File: src/rtl/uart_rx_word.sv
// uart_rx_word: 8N1 UART receiver that assembles LSB-first bytes into a word with sticky flags
module uart_rx_word #(
    parameter int DATA_WIDTH = 32,
    parameter int UART_Nbit  = 8,
    parameter int baudrate   = 9600,
    parameter int clk_freq   = 50000000
) (
    input  logic                  clk,
    input  logic                  reset,
    input  logic                  SerialDataIn,
    input  logic                  clr_rx_flag,
    output logic [UART_Nbit-1:0]  DataRx,
    output logic                  Byte_valid,
    output logic [DATA_WIDTH-1:0] Word_out,
    output logic                  Rx_flag_out,
    output logic                  Overrun_out,
    output logic                  Frame_err_out
);
    localparam int CPB   = clk_freq / baudrate;
    localparam int LANES = DATA_WIDTH / UART_Nbit;
    localparam int CW    = $clog2(CPB + 1);
    localparam int BW    = $clog2(UART_Nbit + 1);
    localparam int LW    = $clog2(LANES + 1);
    localparam logic [CW-1:0] HALF_M1 = CW'(CPB / 2 - 1);
    localparam logic [CW-1:0] FULL_M1 = CW'(CPB - 1);
    localparam logic [BW-1:0] BLAST   = BW'(UART_Nbit - 1);
    localparam logic [LW-1:0] LLAST   = LW'(LANES - 1);

    typedef enum logic [1:0] {IDLE, START, DATA, STOP} state_t;

    state_t                  state, state_n;
    logic                    rx_meta, rx_s;
    logic [CW-1:0]           cnt, cnt_n;
    logic [BW-1:0]           bidx, bidx_n;
    logic [UART_Nbit-1:0]    shift, shift_n;
    logic                    stop_ok, stop_bad;
    logic [LW-1:0]           byte_cnt;
    logic [DATA_WIDTH-1:0]   word_buf, word_asm;
    logic                    complete, word_take;

    // two-flop synchronizer for the asynchronous line, idles high
    always_ff @(posedge clk) begin
        rx_meta <= reset ? 1'b1 : SerialDataIn;
        rx_s    <= reset ? 1'b1 : rx_meta;
    end

    // FSM state, bit timer, bit index and shift register
    always_ff @(posedge clk) begin
        if (reset) begin
            state <= IDLE;
            cnt   <= '0;
            bidx  <= '0;
            shift <= '0;
        end else begin
            state <= state_n;
            cnt   <= cnt_n;
            bidx  <= bidx_n;
            shift <= shift_n;
        end
    end

    // next-state logic: mid-bit sampling of start, data and stop bits
    always_comb begin
        state_n  = state;
        cnt_n    = cnt + 1'b1;
        bidx_n   = bidx;
        shift_n  = shift;
        stop_ok  = 1'b0;
        stop_bad = 1'b0;
        unique case (state)
            IDLE: begin
                cnt_n   = '0;
                state_n = rx_s ? IDLE : START;
            end
            START: if (cnt == HALF_M1) begin
                cnt_n   = '0;
                bidx_n  = '0;
                state_n = rx_s ? IDLE : DATA;
            end
            DATA: if (cnt == FULL_M1) begin
                cnt_n   = '0;
                shift_n = {rx_s, shift[UART_Nbit-1:1]};
                bidx_n  = (bidx == BLAST) ? bidx : bidx + 1'b1;
                state_n = (bidx == BLAST) ? STOP : DATA;
            end
            STOP: if (cnt == FULL_M1) begin
                cnt_n    = '0;
                stop_ok  = rx_s;
                stop_bad = ~rx_s;
                state_n  = IDLE;
            end
            default: state_n = IDLE;
        endcase
    end

    // merge the received byte into its lane and decide whether a finished word is taken
    always_comb begin
        word_asm = word_buf;
        for (int i = 0; i < LANES; i++)
            if (byte_cnt == LW'(i)) word_asm[i*UART_Nbit +: UART_Nbit] = shift;
        complete  = stop_ok & (byte_cnt == LLAST);
        word_take = complete & (~Rx_flag_out | clr_rx_flag);
    end

    // registered outputs, word assembly and sticky flags (events win over clear)
    always_ff @(posedge clk) begin
        if (reset) begin
            DataRx        <= '0;
            Byte_valid    <= 1'b0;
            Word_out      <= '0;
            Rx_flag_out   <= 1'b0;
            Overrun_out   <= 1'b0;
            Frame_err_out <= 1'b0;
            byte_cnt      <= '0;
            word_buf      <= '0;
        end else begin
            Byte_valid <= stop_ok;
            if (stop_ok) begin
                DataRx   <= shift;
                word_buf <= word_asm;
                byte_cnt <= complete ? '0 : byte_cnt + 1'b1;
            end else if (stop_bad) begin
                byte_cnt <= '0;
            end
            if (word_take) Word_out <= word_asm;
            Rx_flag_out   <= word_take | (Rx_flag_out & ~clr_rx_flag);
            Overrun_out   <= (complete & ~word_take) | (Overrun_out & ~clr_rx_flag);
            Frame_err_out <= stop_bad | (Frame_err_out & ~clr_rx_flag);
        end
    end
endmodule

File: config.mk
export PLATFORM = sky130hd
export DESIGN_NAME = uart_rx_word
export DESIGN_NICKNAME = d
export VERILOG_FILES = /design/src/rtl/uart_rx_word.sv
export SDC_FILE = /design/constraint.sdc
export NUM_CORES = 1
export LEC_CHECK = 0
export BUFFER_PORTS_ARGS = -buffer_cell sky130_fd_sc_hd__buf_2
export CAP_MARGIN = 15
export CORE_MARGIN = 2
export CORE_UTILIZATION = 34
export CTS_CLUSTER_DIAMETER = 120
export DETAILED_ROUTE_END_ITERATION = 10
export GPL_ROUTABILITY_DRIVEN = 0
export PLACE_DENSITY = 0.59
export SYNTH_ARGS = -nofsm -noshare
export SYNTH_HDL_FRONTEND = slang
export SYNTH_SLANG_ARGS = --single-unit
File: constraint.sdc
create_clock -name clk -period 4.2 [get_ports clk]
set_input_delay 0.63 -clock clk [delete_from_list [all_inputs] [get_ports clk]]
set_output_delay 0.63 -clock clk [all_outputs]
set_load 0.005 [all_outputs]
# After elaboration in Yosys (flattened, before gate mapping)
# Index checks and enable logic that the tools add are counted.
classes:
  add_sub_neg: 3
  n_eq_ne: 13
  n_mux: 25
  n_bitwise: 14
  n_reduce_logical: 8
op_table:
  columns: ["operator", "count"]
  rows:
  - ["13-bit one-hot mux with 3 select lines", 1]
  - ["8-bit two-way mux", 4]
  - ["13-bit two-way mux", 2]
  - ["13-bit by 1-bit adder with 13-bit output, second input constant", 1]
  - ["13-bit by 12-bit equality test with 1-bit output, second input constant", 1]
  - ["13-bit equality test, second input constant", 1]
  - ["4-bit two-way mux", 3]
  - ["3-bit two-way mux", 3]
  - ["2-bit two-way mux", 4]
  - ["2-bit inequality test, second input constant", 4]
  - ["2-bit one-hot mux with 4 select lines", 1]
  - ["4-bit one-hot mux with 2 select lines", 1]
  - ["1-bit bitwise AND", 6]
  - ["3-bit by 2-bit equality test with 1-bit output, second input constant", 2]
  - ["1-bit two-way mux", 6]
  - ["4-bit by 1-bit adder with 4-bit output, second input constant", 1]
  - ["2-bit equality test, second input constant", 2]
  - ["4-bit by 3-bit equality test with 1-bit output, second input constant", 1]
  - ["1-bit inverter", 4]
  - ["1-bit OR", 4]
  - ["4-bit AND reduction", 1]
  - ["2-bit nonzero test", 2]
  - ["3-bit by 1-bit adder with 3-bit output, second input constant", 1]
  - ["3-bit by 1-bit equality test with 1-bit output, second input constant", 1]
  - ["6 further kinds", 6]
word_totals:
  regBits: 108
  inputBits: 4
  output_inout_bits: 44
  elab_cells: 77

# Longest topological paths before layout
# Gate-level depths: netlist (run 1).
logic_depth:
  depth_word: 8
  mapped_depth: 8
  depth_no_buf: 6

# Worst setup path after synthesis (run 1)
# No wires, ideal clock.
synth_path:
  path_kind: "reg-to-reg"
  startpoint: "register cnt[0]"
  endpoint: "register Word_out[10]"
  setup_ns: 0.134
  arrival_time_ns: 1.687
  required_ns: 4.066
  slack_ns: 2.379
  stages_incl_launch_ff: 8
  path_buffers: 2
  synth_period_minus_slack_ns: 1.821
  path_cell_list: "dfxtp_1 -> ha_1 -> nand4bb_4 -> nor4_4 -> and2_1 -> buf_4 -> buf_6 -> a211oi_1"
synth_between:
  elab_chain_len: 5
synth_rtl:
  columns: ["item", "line_no", "text"]
  rows:
  - ["start, declared", "33", "logic [CW-1:0] cnt, cnt_n;"]
  - ["start signal, assigned", "56", "cnt <= cnt_n;"]
  - ["13-bit equality test", "86", "STOP: if (cnt == FULL_M1) begin"]
  - ["1-bit two-way mux", "86", null]
  - ["1-bit two-way mux", "70", "unique case (state)"]
  - ["1-bit bitwise AND", "101", "complete = stop_ok & (byte_cnt == LLAST);"]
  - ["1-bit bitwise AND", "102", "word_take = complete & (~Rx_flag_out | clr_rx_flag);"]
  - ["end signal, assigned", "125", "if (word_take) Word_out <= word_asm;"]
  - ["end, declared", "14", "output logic [DATA_WIDTH-1:0] Word_out,"]
# Every way passes these cells.
# A chain may end at the register's enable or synchronous reset.

# Final worst setup path (run 1)
layout_path:
  startpoint: "register cnt[0]"
  endpoint: "register Word_out[22]"
# Same word-level chain as after synthesis.

==> results.json, run 1 <==
{
  "status": "finished clean",
  "cts_resized": 0,
  "synth.distinct_cells": 45,
  "placed_area_um2": 4760,
  "design_area_um2": 5080,
  "timing.fmax_ghz": 0.380,
  "post-route-util_pct": 39.9,
  "synth_area_leaders": "dfxtp_1 45%, mux2i_1 13%, nand2b_1 5.9%",
  "path_cells": "ha_1 -> nand4bb_4 -> nor4_4 -> buf_4 -> and2_1 -> a211oi_1",
  "grt_start_max_net_pins": 50,
  "grt_usage_pct": 14.6,
  "grt_pass1_wl_um": 16500,
  "cp.buffers_inverters": 1,
  "die_h_um": 119,
  "synth-async-reset-ratio_pct": 0,
  "yosysSeqAreaShare_pct": 44.8,
  "synth_ff_type": "dfxtp_1",
  "synth_edf_count": 0,
  "synth_top_cell_by_area": "dfxtp_1",
  "setup_tns_ns": 0,
  "antennaDiodeCount": 0,
  "fillCellCount": 1307,
  "drv_slew": 0,
  "antenna_found_initial": 0,
  "drive_above_1_share_pct": 16.5,
  "tightest_slew_ns": 0.967,
  "final_common_cell": "dfxtp_1",
  "clkTransAtPathRegs_ns": 0.07,
  "cts_tree": "done",
  "port_buffers": 47,
  "skew_ns": 0.0136,
  "multiInputGateArea_um2": 2250,
  "regArea_um2": 2000,
  "ir_drop_v": 0.000164,
  "slowest_delay_ns": 0.75,
  "p_total_w": 0.00187,
  "rsz0062_at_grt": "false",
  "cts_max_level": 3,
  "power.density_nw_per_um2": 369,
  "syn_avg_cell_area_um2": 9.64,
  "num_io_pins": 48,
  "wl_per_cell_um": 15.2,
  "dr.first_iter.drc_count": 173,
  "syn-cell-area_um2": 4470,
  "routed_wl_um": 10200,
  "finalHoldViolCount": 0,
  "critical_path.max_fanout": 32,
  "r2r_cells": 6,
  "path_class": "register to register",
  "start_util_pct": 35.1,
  "first_global_vias": 3293,
  "required_ns": 4.39,
  "post-cts-setup-buffers": 0,
  "vias": 3382,
  "layout_common_cells": "100 x dfxtp_1, 59 x mux2i_1, 47 x buf_2",
  "dp_hpwl_um": 6980,
  "crit_arrival_ns": 2.82,
  "yosys_warnings": 0,
  "slew_headroom_pct": 35.2,
  "clk_latency_ns": 0.35,
  "die_area_um2": 14100,
  "crit_start": "cnt[0]",
  "worstSetupPathDepth": 6,
  "syn_nets": 473,
  "ys_ff_latch": 100,
  "synth_top_area_share_pct": 44.8,
  "drc": 0,
  "synthToLayoutAreaGrowth_pct": 13.8,
  "antenna_left": 0,
  "fin_nets": 502,
  "core_area_um2": 12700,
  "clk_path_buf_depth": 2,
  "cap_violations": 0,
  "die-width_um": 119,
  "cts-buffers-inserted": 9,
  "worst_setup_path_start_kind": "register",
  "via_per_inst": 5.06,
  "endpoint_kind": "register",
  "row_count": 41,
  "crit_path_top_delay_cell": "and2_1",
  "leakage_nw": 1.93,
  "whs_path_depth": 1,
  "min_path_type": "register to register",
  "r2r-start": "cnt[0]",
  "hold_buffers": 0,
  "finalCriticalPeriod_ns": 2.63,
  "cpLargestDelayFamily": "simple AND/OR/NAND/NOR gates",
  "cts_root_buf": "clkbuf_16",
  "setup_viol": 0,
  "grt.overflow.total": 0,
  "synth_cells": 463,
  "hold_start": "rx_meta",
  "firstDrtPassIters": 4,
  "clock_sinks": 100,
  "finalCritPeriodShare_pct": 62.7
}
## path summary, 6_finish.rpt
| check | slack, ns | to |
|---|---|---|
| max | 1.57 | Word_out[22] |
| min reg2reg | 0.41 | rx_s |
| max reg2reg | 1.57 | Word_out[22] |
| min | 0.41 | rx_s |
## kinds of logic (layout without fill, tap and decap cells)
group	Yosys count	in the layout	synth area share (%)
simple gates	153	153	20.7
flops	100	100	44.8
compound gates	92	92	12.4
mux	59	59	13.2
buf+inv	42	76	4.99
xor+xnor	11	11	2.16
fa+ha+maj	6	6	1.68
## synth_stat cells, types with 9 or more instances
| master | n |
|---|---|
| clkbuf_1 | 16 |
| a21oi_1 | 46 |
| o21ai_0 | 10 |
| buf_2 | 10 |
| nand2b_1 | 42 |
| nand3_1 | 24 |
| nor2_1 | 29 |
| dfxtp_1 | 100 |
| mux2i_1 | 59 |
| xnor2_1 | 9 |
| nand2_1 | 13 |
| a211oi_1 | 27 |
## registers in the layout, summed over array words and instances, names as in the netlist, 3 cells and up, named ones only
register / count
Word_out: 32
DataRx: 8
byte_cnt: 3
cnt: 13
shift: 8
word_buf: 24
bidx: 4
## metrics by stage
stage	std cells	hold slack, ns	setup WS (ns)
2_1_floorplan	463	0.389	2.38
3_3_place_gp	652	0.397	1.73
3_5_place_dp	652	0.400	1.60
4_1_cts	668	0.416	1.58
5_1_grt	669	0.423	1.34
6_report	669	0.411	1.57
## where the power goes
group / switching [W] / total [W] / internal, W
sequential: 0.00000766 / 0.000959 / 0.000951
combinational: 0.0000293 / 0.0000468 / 0.0000175
clock: 0.000379 / 0.000869 / 0.000490
## layer usage
metal	part of all wire [%]	up-vias	global-route usage, %
met3	3.7	15	2.94
met5	0	-	0
li1	-	1698	-
met1	50	1599	20.4
met4	2.0	0	6.55
met2	45	70	21.7
## final cells by class
class / instances / share of cell area [%]
Inverter: 8 / 0.591
Tap cell: 172 / 4.23
Multi-Input combinational cell: 321 / 44.2
Clock buffer: 10 / 4.70
Clock inverter: 6 / 1.50
Timing Repair Buffer: 52 / 5.37
Sequential cell: 100 / 39.4
(Power assumes the default switching activity.)
==> run 2, diff against run 1 <==
- clock period: 4.2 -> 2.66 ns (I/O delays scaled with it)
==> run 2 against run 1 <==
Against the previous run: global-route usage fell by 0.063 points; flip-flop and latch count is the same; via count up 1.2%; setup slack worse by 1.1 ns; worst hold slack got worse by 0.16 ns; sequential power rose by 57%; clock power increased by 44%; fmax rose by 18%; critical endpoint is now word_buf[7]; combinational power is 67% higher; register-to-register slack worse by 1.1 ns; critical path type unchanged; total power rose by 51%.
==> results.json, run 2 (synthesis gave the netlist of run 1 again) <==
{
  "cts_max_level": 3,
  "clkTransAtPathRegs_ns": 0.07,
  "crit_arrival_ns": 2.44,
  "clock_sinks": 100,
  "routed_wl_um": 10100,
  "clk_path_buf_depth": 2,
  "rsz0062_at_grt": "false",
  "wl_per_cell_um": 15.0,
  "firstDrtPassIters": 5,
  "required_ns": 2.87,
  "layout_common_cells": "100 x dfxtp_1, 59 x mux2i_1, 47 x buf_2",
  "cts_resized": 0,
  "dr.first_iter.drc_count": 256,
  "dp_hpwl_um": 7060,
  "leakage_nw": 1.93,
  "grt_pass1_wl_um": 16800,
  "core_area_um2": 12700,
  "path_cells": "ha_1 -> and4bb_2 -> nand3_2 -> or3_1 -> mux2i_1",
  "drv_slew": 0,
  "comb_power_share_pct": 2.8,
  "switchingPower_w": 0.000655,
  "power.share.clock_pct": 43.9,
  "antenna_found_initial": 0,
  "final_common_cell": "dfxtp_1",
  "finalHoldViolCount": 0,
  "cts-buffers-inserted": 9,
  "sw_frac_of_total_pct": 23.1,
  "cts_root_buf": "clkbuf_16",
  "status": "finished clean",
  "largest_register": "Word_out",
  "slowest_delay_ns": 0.64,
  "critical_path.max_fanout": 13,
  "setup_viol": 0,
  "drc": 0,
  "synthToLayoutAreaGrowth_pct": 13.9,
  "cap_violations": 0,
  "clk_latency_ns": 0.34,
  "hold_buffers": 0,
  "endpoint_kind": "register",
  "via_per_inst": 5.08,
  "die_area_um2": 14100,
  "die-width_um": 119,
  "worst_setup_path_start_kind": "register",
  "finalCriticalPeriod_ns": 2.23,
  "min_path_type": "input port to register",
  "timing.fmax_ghz": 0.448,
  "power.density_nw_per_um2": 558,
  "ir_drop_v": 0.000253,
  "die_h_um": 119,
  "crit_path_top_delay_cell": "or3_1",
  "skew_ns": 0.0110,
  "antennaDiodeCount": 0,
  "num_io_pins": 48,
  "vias": 3422,
  "fin_nets": 507,
  "finalCritPeriodShare_pct": 83.9,
  "grt_start_max_net_pins": 47,
  "start_util_pct": 35.1,
  "largest_register_ffs": 32,
  "setup_tns_ns": 0,
  "post-cts-setup-buffers": 0,
  "port_buffers": 47,
  "antenna_left": 0,
  "drive_above_1_share_pct": 17.2,
  "grt.overflow.total": 0,
  "path_class": "register to register",
  "first_global_vias": 3214,
  "row_count": 41,
  "cts_tree": "done",
  "tightest_slew_ns": 0.689,
  "post-route-util_pct": 40.0,
  "slew_headroom_pct": 53.4,
  "seqPwrFrac_pct": 53.3,
  "grt_usage_pct": 14.6,
  "internal_power_w": 0.00218,
  "reg_top3": "Word_out x32, word_buf x24, cnt x13"
}
## run 2: power groups by stage
stage	registers (W)	logic, W	clock network (W)
final	0.00151	0.0000783	0.00125
after global routing	0.00151	0.0000876	0.00134
after floorplan	0.00154	0.0000639	0
after detailed placement	0.00155	0.0000782	0
after CTS	0.00151	0.0000787	0.00128
after global placement	0.00155	0.0000765	0
## run 2: metrics by stage
step	worst slack (ns)	std cells	hold WS, ns	power (W)	area [um^2]
4_1_cts	0.423	673	0.239	0.00287	5080
6_report	0.429	673	0.246	0.00284	5080
3_5_place_dp	0.428	658	0.403	0.00163	4800
5_1_grt	0.287	673	0.243	0.00294	5080
3_3_place_gp	0.505	658	0.402	0.00162	4800
2_1_floorplan	0.839	463	0.389	0.00161	4470
## run 2: final cells by class
cell class	instances	area (um^2)
clock buffers	9	225
flip-flops and latches	100	2000
repair buffers	57	310
fillers	1304	7640
clock inverters	6	55.1
multi-input cells	321	2250
inverters	8	30.0
well taps	172	215
## run 2: per-layer routing
layer / track usage (%) / up-vias / routed length (um)
met5: 0 / - / 0
met4: 4.09 / 0 / 87
met3: 3.19 / 4 / 500
met2: 21.7 / 85 / 4460
met1: 21.1 / 1622 / 5060
li1: - / 1711 / -
## run 2: final timing paths
check	from	end	slack, ns	depth (start not counted)
setup reg to reg	cnt[0]	word_buf[7]	0.43	5
hold / removal	SerialDataIn	rx_meta	0.25	2
hold reg to reg	rx_meta	rx_s	0.42	1
setup / recovery	cnt[0]	word_buf[7]	0.43	5
## run 2: critical path, delay by kind of cell (launching register included)
family                     cells  cell delay, ns
muxes                          1            0.19
adders and majority gates      1            0.33
and+or+nand+nor                3            1.20
DFF                            1            0.38
==> run 3, diff against run 2 <==
- PLACE_DENSITY: 0.59 -> 0.61
- clock period: 2.66 -> 1.8 ns (I/O delays scaled with it)
==> run 3 against run 2 <==
Against the previous run: global-route usage increased by 0.081 points; clock power increased by 64%; first-iteration DRC count decreased by 5.1%; largest power group unchanged; cell count rose by 3.9%; sequential power is 48% higher; fmax grew 30%; worst hold slack lost 0.13 ns; die area unchanged; combinational power rose by 86%; largest cell class unchanged; clock skew down 0.0031 ns; via count up 1.8%.
==> results.json, run 3 (synthesis gave the netlist of run 1 again) <==
{
  "final_common_cell": "dfxtp_1",
  "drv_slew": 0,
  "hold_buffers": 0,
  "min_path_type": "input port to register",
  "endpoint_kind": "register",
  "r2r-start": "cnt[11]",
  "drc": 0,
  "ir_drop_v": 0.000480,
  "cts_tree": "done",
  "die-width_um": 119,
  "wl_per_cell_um": 14.5,
  "num_io_pins": 48,
  "slowest_delay_ns": 0.36,
  "path_cells": "nand4bb_4 -> nor4_4 -> buf_6 -> buf_4 -> a21oi_1 -> a211oi_1",
  "slew_headroom_pct": 65.8,
  "row_count": 41,
  "die_area_um2": 14100,
  "leakage_nw": 2.14,
  "die_h_um": 119,
  "drive_above_1_share_pct": 23.3,
  "antennaDiodeCount": 0,
  "r2r-end": "Word_out[4]",
  "grt_start_max_net_pins": 47,
  "whs_path_depth": 2,
  "largest_register_ffs": 32,
  "cts_max_level": 3,
  "path_class": "register to register",
  "setup_tns_ns": 0,
  "vias": 3482,
  "finalCritPeriodShare_pct": 95.3,
  "holdWs_ns": 0.117,
  "dp_hpwl_um": 7310,
  "tightest_slew_ns": 0.510,
  "clk_latency_ns": 0.34,
  "start_util_pct": 35.1,
  "clkTransAtPathRegs_ns": 0.07,
  "status": "finished clean",
  "hold_start": "clr_rx_flag",
  "rsz0062_at_grt": "true",
  "holdPathEnd": "Overrun_out",
  "cap_violations": 0,
  "synthToLayoutAreaGrowth_pct": 22.2,
  "grt.overflow.total": 0,
  "required_ns": 2.05,
  "crit_arrival_ns": 1.96,
  "clk_path_buf_depth": 2,
  "clock_sinks": 100,
  "reg_top3": "Word_out x32, word_buf x24, cnt x13",
  "antenna_found_initial": 0,
  "regArea_um2": 2010,
  "fin_nets": 533,
  "cts-buffers-inserted": 9,
  "port_buffers": 47,
  "finalCriticalPeriod_ns": 1.72,
  "fillCellCount": 1276,
  "crit_start": "cnt[11]",
  "r2r_cells": 6,
  "firstDrtPassIters": 4,
  "via_per_inst": 4.98,
  "timing.fmax_ghz": 0.583,
  "first_global_vias": 3196,
  "critical_path.max_fanout": 9,
  "crit_path_top_delay_cell": "dfxtp_1",
  "routed_wl_um": 10100,
  "worst_setup_path_start_kind": "register",
  "layout_common_cells": "97 x dfxtp_1, 59 x mux2i_1, 47 x buf_2",
  "setup_viol": 0,
  "largest_register": "Word_out",
  "multiInputGateArea_um2": 2320,
  "antenna_left": 0,
  "cts_root_buf": "clkbuf_16",
  "skew_ns": 0.00783,
  "core_area_um2": 12700,
  "power.density_nw_per_um2": 810,
  "rrSetupSlack_ns": 0.08,
  "dr.first_iter.drc_count": 243,
  "grt_usage_pct": 14.7,
  "finalHoldViolCount": 0,
  "grt_pass1_wl_um": 16700
}
run 3: cell count changes in the layout (fill, tap and decap cells not counted), sizes merged:
cell	change
buf	+26
inv	-4
bufinv	+2
clkbuf	+2
clkinv	+2
clkinvlp	-2
run 3: stage by stage:
stage          setup slack [ns]  instance area (um^2)  cells  power, W  utilization, %
2_1_floorplan            0.0115                  4470    463   0.00237               -
3_3_place_gp            -0.0163                  5040    683   0.00242            39.6
3_5_place_dp            -0.0841                  5040    683   0.00242            39.6
6_report                 0.0842                  5460    699   0.00442            42.9
5_1_grt                -0.00331                  5460    699   0.00458            42.9
4_1_cts                0.000666                  5380    699   0.00447            42.3
run 3: how the worst max path moves through the flow:
stage	end	cells past startpoint	slack (ns)
3_3_place_gp	word_buf[4]	5	-0.02
4_1_cts	bidx[3]	6	0.0007
6_report	Word_out[4]	6	0.08
5_1_grt	Word_out[6]	6	-0.003
3_5_place_dp	word_buf[6]	5	-0.08
2_1_floorplan	word_buf[1]	6	0.01
run 3: power breakdown:
part | leakage (nW) | internal (W) | switching (W) | total, W
Clock | 0.156 | 0.00125 | 0.000800 | 0.00205
Combinational | 1.18 | 0.0000601 | 0.0000854 | 0.000146
Sequential | 0.807 | 0.00222 | 0.00000618 | 0.00223
Total | 2.14 | 0.00353 | 0.000891 | 0.00442
run 3: metal layers:
layer	track usage, %	vias to the layer above	share of wire, %
li1	-	1767	-
met1	21.6	1624	50
met2	21.3	86	44
met3	3.52	5	5.3
met4	3.79	0	0.71
met5	0	-	0
run 3: layout make-up:
class,count,share of cell area [%]
Clock buffer,11,4.45
Sequential cell,100,36.8
Clock inverter,4,1.35
Tap cell,172,3.94
Timing Repair Buffer,83,10.4
Inverter,8,0.550
Multi-Input combinational cell,321,42.6
run 3: what timing repair did:
action,4_1_cts,5_1_grt
buffers inserted,1,0
endpoints found under the setup margin,12,37
pin swaps,1,0
gates resized for setup,4,15
run 3: critical path: cells and delay by family, from the launching register on:
kind,cells,cell delay (ns)
buffers and inverters,2,0.33
AO/OA/AOI/OAI,2,0.32
flip-flops,1,0.36
AND/OR/NAND/NOR,2,0.62
